==> config.mk <==
export PLATFORM = sky130hd
export DESIGN_NAME = vga_layer_compositor_flat
export DESIGN_NICKNAME = d
export VERILOG_FILES = /design/src/rtl/vga_layer_compositor_if.sv /design/src/rtl/vga_layer_compositor.sv /design/src/flat_wrapper.sv
export SDC_FILE = /design/constraint.sdc
export NUM_CORES = 2
export LEC_CHECK = 0
export BUFFER_PORTS_ARGS = -buffer_cell sky130_fd_sc_hd__buf_4
export CORE_MARGIN = 5
export CORE_UTILIZATION = 50
export CTS_BUF_LIST = sky130_fd_sc_hd__clkbuf_8
export DETAILED_ROUTE_END_ITERATION = 8
export GPL_ROUTABILITY_DRIVEN = 0
export MAX_ROUTING_LAYER = met4
export PLACE_DENSITY_LB_ADDON = 0.25
export SYNTH_ARGS = -nofsm -noshare
export SYNTH_HDL_FRONTEND = slang
export SYNTH_SLANG_ARGS = --single-unit
==> constraint.sdc <==
create_clock -name board_clk -period 30.4 [get_ports board_clk]
set_input_delay 1.52 -clock board_clk [delete_from_list [all_inputs] [get_ports board_clk]]
set_output_delay 1.52 -clock board_clk [all_outputs]
set_load 0.01 [all_outputs]
==> src/rtl/vga_layer_compositor_if.sv <==
// vga_layer_compositor_if: valid/ready channel carrying one rectangle's attributes.
interface vga_layer_compositor_if #(
    parameter int IDX_W = 4
);
    logic             wr_valid;
    logic             wr_ready;
    logic [IDX_W-1:0] wr_idx;
    logic [9:0]       wr_x_l, wr_x_r, wr_y_t, wr_y_b;
    logic [2:0]       wr_color;
    logic             wr_en;

    modport master (
        output wr_valid, wr_idx, wr_x_l, wr_x_r, wr_y_t, wr_y_b, wr_color, wr_en,
        input  wr_ready
    );
    modport slave (
        input  wr_valid, wr_idx, wr_x_l, wr_x_r, wr_y_t, wr_y_b, wr_color, wr_en,
        output wr_ready
    );
endinterface

==> src/rtl/vga_layer_compositor.sv <==
// vga_layer_compositor: VGA timing plus NUM_RECT fixed-priority rectangles, committed at vblank.
// Optional VGA_LAYER_COLLISION_EN adds a sticky channel-0-versus-others overlap flag.
module vga_layer_compositor #(
    parameter int         NUM_RECT = 8,
    parameter int         IDX_W    = 4,
    parameter int         PIX_DIV  = 2,
    parameter int         H_ACTIVE = 640,
    parameter int         H_FP     = 16,
    parameter int         H_SYNC   = 96,
    parameter int         H_BP     = 48,
    parameter int         V_ACTIVE = 480,
    parameter int         V_FP     = 10,
    parameter int         V_SYNC   = 2,
    parameter int         V_BP     = 33,
    parameter logic [2:0] BG_COLOR = 3'b000
) (
    input  logic                  board_clk,
    input  logic                  Reset,
    vga_layer_compositor_if.slave wr,
    output logic                  vga_h_sync,
    output logic                  vga_v_sync,
    output logic                  vga_r,
    output logic                  vga_g,
    output logic                  vga_b,
    output logic [9:0]            counter_x,
    output logic [9:0]            counter_y,
    output logic                  in_display,
    output logic                  frame_start
`ifdef VGA_LAYER_COLLISION_EN
    ,
    output logic                  collision,
    input  logic                  collision_clr
`endif
);
    localparam int               DIV_W    = PIX_DIV > 1 ? $clog2(PIX_DIV) : 1;
    localparam logic [DIV_W-1:0] DIV_LAST = DIV_W'(PIX_DIV - 1);
    localparam logic [9:0]       H_LAST   = 10'(H_ACTIVE + H_FP + H_SYNC + H_BP - 1);
    localparam logic [9:0]       V_LAST   = 10'(V_ACTIVE + V_FP + V_SYNC + V_BP - 1);
    localparam logic [9:0]       H_ACT    = 10'(H_ACTIVE);
    localparam logic [9:0]       V_ACT    = 10'(V_ACTIVE);
    localparam logic [9:0]       V_CMT    = 10'(V_ACTIVE - 1);
    localparam logic [9:0]       HS_BEG   = 10'(H_ACTIVE + H_FP);
    localparam logic [9:0]       HS_END   = 10'(H_ACTIVE + H_FP + H_SYNC - 1);
    localparam logic [9:0]       VS_BEG   = 10'(V_ACTIVE + V_FP);
    localparam logic [9:0]       VS_END   = 10'(V_ACTIVE + V_FP + V_SYNC - 1);

    typedef struct packed {
        logic [9:0] x_l;
        logic [9:0] x_r;
        logic [9:0] y_t;
        logic [9:0] y_b;
        logic [2:0] color;
        logic       en;
    } rect_t;

    logic [DIV_W-1:0]    div_q, div_d;
    logic [9:0]          cnt_x_q, cnt_x_d, cnt_y_q, cnt_y_d;
    rect_t               shd_q [NUM_RECT];
    rect_t               shd_d [NUM_RECT];
    rect_t               act_q [NUM_RECT];
    rect_t               act_d [NUM_RECT];
    logic [NUM_RECT-1:0] hit_q, hit_d;
    logic                act1_q, act1_d, hs1_q, hs1_d, vs1_q, vs1_d, hs2_q, hs2_d, vs2_q, vs2_d;
    logic [2:0]          rgb_q, rgb_d, sel;
    logic                pix_ce, x_wrap, commit;
    logic [IDX_W-1:0]    idx;
    rect_t               wr_rect;

    assign idx = wr.wr_idx;

    always_comb begin
        pix_ce      = div_q == DIV_LAST;
        x_wrap      = cnt_x_q == H_LAST;
        commit      = pix_ce & x_wrap & (cnt_y_q == V_CMT);
        div_d       = pix_ce ? '0 : div_q + 1'b1;
        cnt_x_d     = pix_ce ? (x_wrap ? '0 : cnt_x_q + 10'd1) : cnt_x_q;
        cnt_y_d     = (pix_ce & x_wrap) ? (cnt_y_q == V_LAST ? '0 : cnt_y_q + 10'd1) : cnt_y_q;
        in_display  = (cnt_x_q < H_ACT) & (cnt_y_q < V_ACT);
        wr.wr_ready = ~commit;
        frame_start = commit;
    end

    // Writes are refused in the commit cycle, so shadow and active never update together.
    always_comb begin
        wr_rect = {wr.wr_x_l, wr.wr_x_r, wr.wr_y_t, wr.wr_y_b, wr.wr_color, wr.wr_en};
        for (int i = 0; i < NUM_RECT; i++) begin
            shd_d[i] = (wr.wr_valid & ~commit & (32'(idx) == i)) ? wr_rect : shd_q[i];
            act_d[i] = commit ? shd_q[i] : act_q[i];
        end
    end

    always_comb begin
        hit_d = hit_q;
        for (int i = 0; i < NUM_RECT; i++)
            if (pix_ce)
                hit_d[i] = act_q[i].en & (act_q[i].x_l <= cnt_x_q) & (cnt_x_q <= act_q[i].x_r)
                         & (act_q[i].y_t <= cnt_y_q) & (cnt_y_q <= act_q[i].y_b);
        sel = BG_COLOR;
        for (int i = NUM_RECT - 1; i >= 0; i--)
            if (hit_q[i]) sel = act_q[i].color;
        act1_d = pix_ce ? in_display : act1_q;
        hs1_d  = pix_ce ? ~((cnt_x_q >= HS_BEG) & (cnt_x_q <= HS_END)) : hs1_q;
        vs1_d  = pix_ce ? ~((cnt_y_q >= VS_BEG) & (cnt_y_q <= VS_END)) : vs1_q;
        hs2_d  = pix_ce ? hs1_q : hs2_q;
        vs2_d  = pix_ce ? vs1_q : vs2_q;
        rgb_d  = pix_ce ? (act1_q ? sel : 3'b000) : rgb_q;
    end

    always_ff @(posedge board_clk or posedge Reset) begin
        if (Reset) begin
            div_q   <= '0;
            cnt_x_q <= '0;
            cnt_y_q <= '0;
            shd_q   <= '{default: '0};
            act_q   <= '{default: '0};
            hit_q   <= '0;
            act1_q  <= 1'b0;
            hs1_q   <= 1'b1;
            vs1_q   <= 1'b1;
            hs2_q   <= 1'b1;
            vs2_q   <= 1'b1;
            rgb_q   <= 3'b000;
        end else begin
            div_q   <= div_d;
            cnt_x_q <= cnt_x_d;
            cnt_y_q <= cnt_y_d;
            shd_q   <= shd_d;
            act_q   <= act_d;
            hit_q   <= hit_d;
            act1_q  <= act1_d;
            hs1_q   <= hs1_d;
            vs1_q   <= vs1_d;
            hs2_q   <= hs2_d;
            vs2_q   <= vs2_d;
            rgb_q   <= rgb_d;
        end
    end

    assign counter_x             = cnt_x_q;
    assign counter_y             = cnt_y_q;
    assign vga_h_sync            = hs2_q;
    assign vga_v_sync            = vs2_q;
    assign {vga_r, vga_g, vga_b} = rgb_q;

`ifdef VGA_LAYER_COLLISION_EN
    logic coll_q, coll_d;

    // Setting wins over clearing so an overlap seen in the clear cycle is not lost.
    always_comb
        coll_d = (pix_ce & act1_q & hit_q[0] & |(hit_q >> 1)) ? 1'b1 : (collision_clr ? 1'b0 : coll_q);

    always_ff @(posedge board_clk or posedge Reset) begin
        if (Reset) coll_q <= 1'b0;
        else       coll_q <= coll_d;
    end

    assign collision = coll_q;
`endif
endmodule
==> src/flat_wrapper.sv <==
// flat-port wrapper written by rule: the top's interface ports become plain ports
module vga_layer_compositor_flat 
#(
    parameter int         NUM_RECT = 8,
    parameter int         IDX_W    = 4,
    parameter int         PIX_DIV  = 2,
    parameter int         H_ACTIVE = 640,
    parameter int         H_FP     = 16,
    parameter int         H_SYNC   = 96,
    parameter int         H_BP     = 48,
    parameter int         V_ACTIVE = 480,
    parameter int         V_FP     = 10,
    parameter int         V_SYNC   = 2,
    parameter int         V_BP     = 33,
    parameter logic [2:0] BG_COLOR = 3'b000
)
  (board_clk, Reset, vga_h_sync, vga_v_sync, vga_r, vga_g, vga_b, counter_x, counter_y, in_display, frame_start, wr_wr_valid, wr_wr_idx, wr_wr_x_l, wr_wr_x_r, wr_wr_y_t, wr_wr_y_b, wr_wr_color, wr_wr_en, wr_wr_ready);
  vga_layer_compositor_if #(.IDX_W(IDX_W)) wr_i ();
  input  logic board_clk;
  input  logic Reset;
  output logic vga_h_sync;
  output logic vga_v_sync;
  output logic vga_r;
  output logic vga_g;
  output logic vga_b;
  output logic [9:0] counter_x;
  output logic [9:0] counter_y;
  output logic in_display;
  output logic frame_start;
  input wire logic [$bits(wr_i.wr_valid)-1:0] wr_wr_valid;
  input wire logic [$bits(wr_i.wr_idx)-1:0] wr_wr_idx;
  input wire logic [$bits(wr_i.wr_x_l)-1:0] wr_wr_x_l;
  input wire logic [$bits(wr_i.wr_x_r)-1:0] wr_wr_x_r;
  input wire logic [$bits(wr_i.wr_y_t)-1:0] wr_wr_y_t;
  input wire logic [$bits(wr_i.wr_y_b)-1:0] wr_wr_y_b;
  input wire logic [$bits(wr_i.wr_color)-1:0] wr_wr_color;
  input wire logic [$bits(wr_i.wr_en)-1:0] wr_wr_en;
  output wire logic [$bits(wr_i.wr_ready)-1:0] wr_wr_ready;
  assign wr_i.wr_valid = wr_wr_valid;
  assign wr_i.wr_idx = wr_wr_idx;
  assign wr_i.wr_x_l = wr_wr_x_l;
  assign wr_i.wr_x_r = wr_wr_x_r;
  assign wr_i.wr_y_t = wr_wr_y_t;
  assign wr_i.wr_y_b = wr_wr_y_b;
  assign wr_i.wr_color = wr_wr_color;
  assign wr_i.wr_en = wr_wr_en;
  assign wr_wr_ready = wr_i.wr_ready;
  vga_layer_compositor #(.NUM_RECT(NUM_RECT), .IDX_W(IDX_W), .PIX_DIV(PIX_DIV), .H_ACTIVE(H_ACTIVE), .H_FP(H_FP), .H_SYNC(H_SYNC), .H_BP(H_BP), .V_ACTIVE(V_ACTIVE), .V_FP(V_FP), .V_SYNC(V_SYNC), .V_BP(V_BP), .BG_COLOR(BG_COLOR)) u_core (.board_clk(board_clk), .Reset(Reset), .wr(wr_i), .vga_h_sync(vga_h_sync), .vga_v_sync(vga_v_sync), .vga_r(vga_r), .vga_g(vga_g), .vga_b(vga_b), .counter_x(counter_x), .counter_y(counter_y), .in_display(in_display), .frame_start(frame_start));
endmodule
== After elaboration in Yosys (flattened, before gate mapping) ==
Index checks and enable logic that the tools add are counted.
Storage, ports and cells
  input port bits: 51
  word-level logic and storage cells: 219
  flip-flop bits (word level): 741
Cells by class
  bitwise logic cells: 49
  reduce and logical (&&, ||, !) cells: 1
  equal/unequal tests: 10
  add/subtract/negate cells: 3
  muxes and demuxes: 12
  magnitude comparators: 38
Operators by type and width (number)
  $le A10 B10 Y1: 32
  $and A1 B1 Y1: 46
  $mux W3: 9
  $add A10 B1 Y10 const B: 2
  $eq A10 B10 Y1 const B: 2
  $mux W10: 2
  $eq A4 B3 Y1 const B: 4
  $eq A10 B9 Y1 const B: 1
  $ge A10 B10 Y1 const B: 1
  $ge A10 B9 Y1 const B: 1
  $le A10 B10 Y1 const B: 1
  $le A10 B9 Y1 const B: 1
  $lt A10 B10 Y1 const B: 1
  $lt A10 B9 Y1 const B: 1
  $eq A4 B2 Y1 const B: 2
  $eq A4 B1 Y1 const B: 1
  $logic_not A4 Y1: 1
  $not A1 Y1: 3
  $add A1 B1 Y1 const B: 1
  $mux W1: 1

== Depth between registers and ports, before layout ==
  depth in word-level cells: 9
  gate-level depth with buffers: 11
  gate-level depth less buffers: 8

== Worst setup path before layout ==
OpenSTA, ideal clock, no wires.
  path kind: register to output
  start point: register u_core.cnt_x_q[7] (netlist: u_core.counter_x[7])
  end point: output port frame_start
  path buffers: 4
  setup slack: 26.851 ns
  cell stages (with the launch flop): 10
  arrival time: 2.029 ns
  required time: 28.880 ns
  cell sequence: dfrtp_1 > buf_6 > nor4b_4 > nand3_2 > nor2_4 > nand4_4 > inv_6 > buf_6 > buf_8 > buf_6
Between the ends
  cells in the longest elaborated chain, start to end: 3
Ends and longest elaborated chain
  start: declaration: line vga_layer_compositor.sv:57  | logic [9:0] cnt_x_q, cnt_x_d, cnt_y_q, cnt_y_d;
  start signal: assignment: line vga_layer_compositor.sv:125  | cnt_x_q <= cnt_x_d;
  $eq A10 B10 Y1: line vga_layer_compositor.sv:73  | x_wrap = cnt_x_q == H_LAST;
  $and A1 B1 Y1 (2 in a row): line vga_layer_compositor.sv:74  | commit = pix_ce & x_wrap & (cnt_y_q == V_CMT);
  end: declaration: line flat_wrapper.sv:29  | output logic frame_start;
No other way between the ends.

== Worst setup path after layout ==
  start point: register u_core.cnt_x_q[0] (netlist: u_core.counter_x[0])
  end point: output port frame_start
Same word-level chain as after synthesis.

==> impl_metrics.xml <==
<?xml version="1.0" encoding="UTF-8"?>
<metrics>
  <group name="floorplan">
    <metric name="io_pins" unit="">79</metric>
    <metric name="floorplan.die.height" unit="microns">282</metric>
    <metric name="dieWidth" unit="microns">282</metric>
    <metric name="design.die.area" unit="sq mm">0.0797</metric>
    <metric name="core" unit="sq mm">0.0732</metric>
    <metric name="std_cell_rows" unit="">99</metric>
    <metric name="initial_utilization" unit="%">50.7</metric>
  </group>
  <group name="power">
    <metric name="power_frac_seq" unit="%">49.1</metric>
    <metric name="static-leakage-power" unit="nW">20.4</metric>
    <metric name="p_sw_share" unit="%">23.7</metric>
    <metric name="power_switching" unit="uW">559</metric>
    <metric name="vdd_drop_max" unit="V">0.0000428</metric>
    <metric name="powerDensity" unit="mW/mm^2">57.6</metric>
    <metric name="comb_power_share" unit="%">8.7</metric>
    <metric name="power.share.clock" unit="%">42.2</metric>
    <metric name="internal-power" unit="mW">1.80</metric>
  </group>
  <group name="worst_setup_path">
    <metric name="timing.critical_path.mode_cell" unit="">sky130_fd_sc_hd__nand4_4</metric>
    <metric name="slowest_delay" unit="ps">760</metric>
    <metric name="timing.critical_path.from_type" unit="">register</metric>
    <metric name="r2r_cells" unit="">9</metric>
    <metric name="critical_path_class" unit="">reg -&gt; out</metric>
    <metric name="timing.critical_path.to_type" unit="">output port</metric>
    <metric name="worst_reg2reg_path_endpoint" unit="">u_core.shd_q[179]</metric>
    <metric name="worstPathRequired" unit="ps">28880</metric>
    <metric name="setup.worst_path.start" unit="">u_core.counter_x[0]</metric>
    <metric name="cp.arrival" unit="ps">3670</metric>
    <metric name="worst_r2r_startpoint" unit="">u_core.counter_y[5]</metric>
    <metric name="cp_slowest_cell" unit="">sky130_fd_sc_hd__dfrtp_1</metric>
    <metric name="worstPathCellList" unit="">ha_1 &gt; nand4_4 &gt; nor2_4 &gt; nand4_4 &gt; clkinv_16 &gt; buf_4</metric>
    <metric name="worstPathMaxFanout" unit="">232</metric>
    <metric name="crit_path_capture" unit="">frame_start</metric>
    <metric name="regToRegSetupSlack" unit="ps">25990</metric>
  </group>
  <group name="global_routing">
    <metric name="globalRoute.totalOverflow" unit="">0</metric>
    <metric name="first_pass_grt_wire_length" unit="mm">142</metric>
    <metric name="grt_antenna_before_repair" unit="">2</metric>
    <metric name="pin_count_of_the_biggest_net_entering_global_routing" unit="">233</metric>
    <metric name="grt_pass1_vias" unit="">24700</metric>
    <metric name="globalRouteTotalUtil" unit="%">23.6</metric>
  </group>
  <group name="cts">
    <metric name="clock_tree.root_cell" unit="">sky130_fd_sc_hd__clkbuf_8</metric>
    <metric name="latest_clock_arrival_within_the_worst_skew_pair" unit="ps">790</metric>
    <metric name="clk_transition_reported_paths" unit="ps">60</metric>
    <metric name="cts_made_buffers" unit="">130</metric>
    <metric name="cts_repair_resize_count" unit="">0</metric>
    <metric name="ctsHtreeMaxLevel" unit="">4</metric>
    <metric name="maximum_count_of_clock_buffers_along_a_single_path" unit="">3</metric>
    <metric name="post-cts-setup-buffers" unit="">0</metric>
    <metric name="cts_tree" unit="">built</metric>
    <metric name="clkSinkCount" unit="">741</metric>
    <metric name="number_of_buffers_inserted_by_hold_repair_at_cts" unit="">0</metric>
  </group>
  <group name="yosys">
    <metric name="netlist_instances" unit="">3253</metric>
    <metric name="yosys_cell_types" unit="">65</metric>
    <metric name="yosysSeqAreaShare" unit="%">50.0</metric>
    <metric name="synth_enable_flop_cells" unit="">0</metric>
    <metric name="synth-main-ff-cell" unit="">sky130_fd_sc_hd__dfrtp_1</metric>
    <metric name="synth.cell_area" unit="sq mm">0.0371</metric>
    <metric name="synth_net_count" unit="">3628</metric>
    <metric name="synth.avg_cell_area" unit="sq um">11.4</metric>
    <metric name="async_set_reset_flop_share_out_of_synthesis" unit="%">100</metric>
    <metric name="warnings_from_yosys" unit="">0</metric>
    <metric name="ys_ff_latch" unit="">741</metric>
  </group>
  <group name="finish">
    <metric name="design.final.nets" unit="">3750</metric>
    <metric name="area_growth_syn_to_layout" unit="%">10.5</metric>
    <metric name="layout-drive-gt1-share" unit="%">19.9</metric>
    <metric name="filler_cell_count" unit="">6163</metric>
  </group>
  <group name="sta">
    <metric name="setup-tns-final" unit="ps">0</metric>
    <metric name="fmax" unit="GHz">0.193</metric>
    <metric name="slew_headroom" unit="%">19.9</metric>
    <metric name="rsz0062_at_grt" unit="">false</metric>
    <metric name="setup-violations-final" unit="">0</metric>
    <metric name="final-hold-violation-count" unit="">0</metric>
    <metric name="tightestPinTransition" unit="ps">1200</metric>
    <metric name="layout_min_cycle_time" unit="ps">5190</metric>
    <metric name="worst_hold_slack" unit="ps">459</metric>
    <metric name="timing_max_transition_violations_final" unit="">0</metric>
    <metric name="fin_skew" unit="ps">40.7</metric>
    <metric name="fin_crit_sh" unit="%">17.1</metric>
  </group>
  <group name="route">
    <metric name="drt_first_pass_iters" unit="">5</metric>
    <metric name="drt-wirelength-per-cell" unit="microns">20.2</metric>
    <metric name="viasPerCell" unit="">5.41</metric>
    <metric name="vias" unit="">24000</metric>
    <metric name="dr.first_iter.drc_count" unit="">1642</metric>
    <metric name="remaining_number_of_nets_flagged_by_the_antenna_check_after_routing" unit="">0</metric>
    <metric name="drcViolationCount" unit="">0</metric>
    <metric name="drt_wl_total" unit="mm">89.9</metric>
  </group>
  <group name="place">
    <metric name="placement.io_buffers" unit="">78</metric>
    <metric name="dpl_wire_length" unit="mm">57.6</metric>
  </group>
  <group name="outcome">
    <metric name="run_status" unit="">completed</metric>
  </group>
  <group name="flow_run">
    <metric name="drv_cap" unit="">0</metric>
  </group>
  <group name="worst_hold_path">
    <metric name="hp-class" unit="">reg -&gt; reg</metric>
  </group>
</metrics>
-- power by group through the flow --
stage	Sequential [mW]	Combinational [mW]	Clock, mW
4_1_cts	1.16	0.207	1.02
2_1_floorplan	1.16	0.174	0
3_3_place_gp	1.17	0.200	0
5_1_grt	1.17	0.221	1.07
6_report	1.16	0.205	0.996
3_5_place_dp	1.17	0.208	0
-- cell usage after synthesis, drive strengths merged, types with 3 or more instances --
master,instances,area (sq um)
or3,4,25.0
dfstp,4,105
nand2,789,2960
nor2,41,161
nand3,26,135
o2bb2ai,3,26.3
xnor2,12,105
and3,7,43.8
o32ai,9,78.8
o2111ai,3,26.3
nand3b,4,30.0
a2111oi,10,87.6
a21oi,85,425
o22ai,4,25.0
ha,324,4050
nor3,24,120
a22o,5,43.8
a221oi,4,35.0
a31oi,13,81.3
o21ai,205,1030
nor4b,5,119
o21a,14,105
clkbuf,24,91.3
a211oi,23,173
nor2b,25,156
and4,13,114
mux2,356,5210
a211o,4,35.0
nor4,10,138
nand2b,6,37.5
dfrtp,737,18400
inv,222,838
o41ai,5,43.8
a221o,4,40.0
o221ai,6,52.6
o31ai,7,52.6
a21o,45,338
buf,93,936
nand4,54,368
o211ai,7,52.6
-- kinds of logic (layout without fill, tap and decap cells) --
| logic type | after synthesis | count (layout) | synth area share (%) |
|---|---|---|---|
| and+or+nand+nor | 1014 | 1014 | 12.0 |
| DFF | 741 | 741 | 50.0 |
| AOI/OAI and AO/OA | 466 | 466 | 7.65 |
| muxes | 357 | 357 | 14.1 |
| buffers and inverters | 339 | 568 | 5.03 |
| adders and majority gates | 324 | 324 | 10.9 |
| xor gates and xnor gates | 12 | 12 | 0.283 |
| other | 0 | 1 | 0 |
-- routing by layer --
| layer | vias up | global-route usage, % | wire, microns |
|---|---|---|---|
| met3 | 146 | 4.41 | 4360 |
| met2 | 479 | 35.3 | 40100 |
| met5 | - | - | 0 |
| li1 | 11400 | - | - |
| met1 | 12000 | 32.8 | 43100 |
| met4 | 0 | 7.61 | 2340 |
-- how the worst min path moves through the flow --
stage                      startpoint           endpoint  cells past startpoint
finish              u_core.shd_q[309]  u_core.act_q[309]                      2
global route        u_core.shd_q[309]  u_core.act_q[309]                      2
CTS                 u_core.shd_q[176]  u_core.act_q[176]                      2
detailed placement   u_core.shd_q[47]   u_core.act_q[47]                      2
global placement    u_core.shd_q[309]  u_core.act_q[309]                      2
floorplan             u_core.shd_q[0]    u_core.act_q[0]                      2
-- per-stage QoR --
step	area (sq um)	cells	worst slack [ps]	utilization, %	total power, mW
global placement	38100	4202	26070	52.0	1.37
floorplan	37100	3253	8090	-	1.33
global route	41000	4442	25060	56.0	2.46
finish	41000	4442	25210	56.0	2.36
CTS	41000	4441	25190	56.0	2.38
detailed placement	38100	4202	26040	52.0	1.38
-- worst max-delay path, delay by kind of cell (launching register included) --
family / cells / cell delay, ps
buffers and inverters: 2 / 730
DFF: 1 / 760
and+or+nand+nor: 3 / 830
adders and majority gates: 1 / 350
-- flip-flops by register name, summed over array words and instances (netlist names) --
name               flops
u_core.vs1_q           1
u_core.shd_q         352
u_core.div_q           1
u_core.hit_q           8
u_core.act1_q          1
u_core.counter_y      10
u_core.vga_v_sync      1
u_core.hs1_q           1
u_core.rgb_q           3
u_core.vga_h_sync      1
u_core.counter_x      10
u_core.act_q         352
-- layout make-up --
cell class	instances	area (sq um)	share of cell area [%]
flip-flops and latches	741	18500	45.3
multi-input cells	2173	16700	40.7
clock buffers	168	2310	5.64
well taps	959	1200	2.93
inverters	222	867	2.12
repair buffers	107	816	1.99
clock inverters	71	564	1.38
diodes	1	2.50	0.00611
-- cell usage in the layout, fill, tap and decap left out, drive strengths merged, types with 6 or more instances in the layout --
cell type,netlist,final
o32ai,9,9
o31ai,7,7
clkinv,0,22
a211oi,23,23
o21ai,205,205
nor2,41,41
a21oi,85,85
o211ai,7,7
nand4,54,54
mux2,356,356
nor4,10,10
nand3,26,26
a2111oi,10,10
and3,7,7
nor3,24,24
nor2b,25,25
ha,324,324
nand2b,6,6
o221ai,6,6
inv,222,261
a21o,45,45
nand2,789,789
a31oi,13,13
bufinv,0,7
xnor2,12,12
o21a,14,14
and4,13,13
buf,93,107
clkbuf,24,168
dfrtp,737,737
Note: power is estimated with default switching activity, not from simulation.
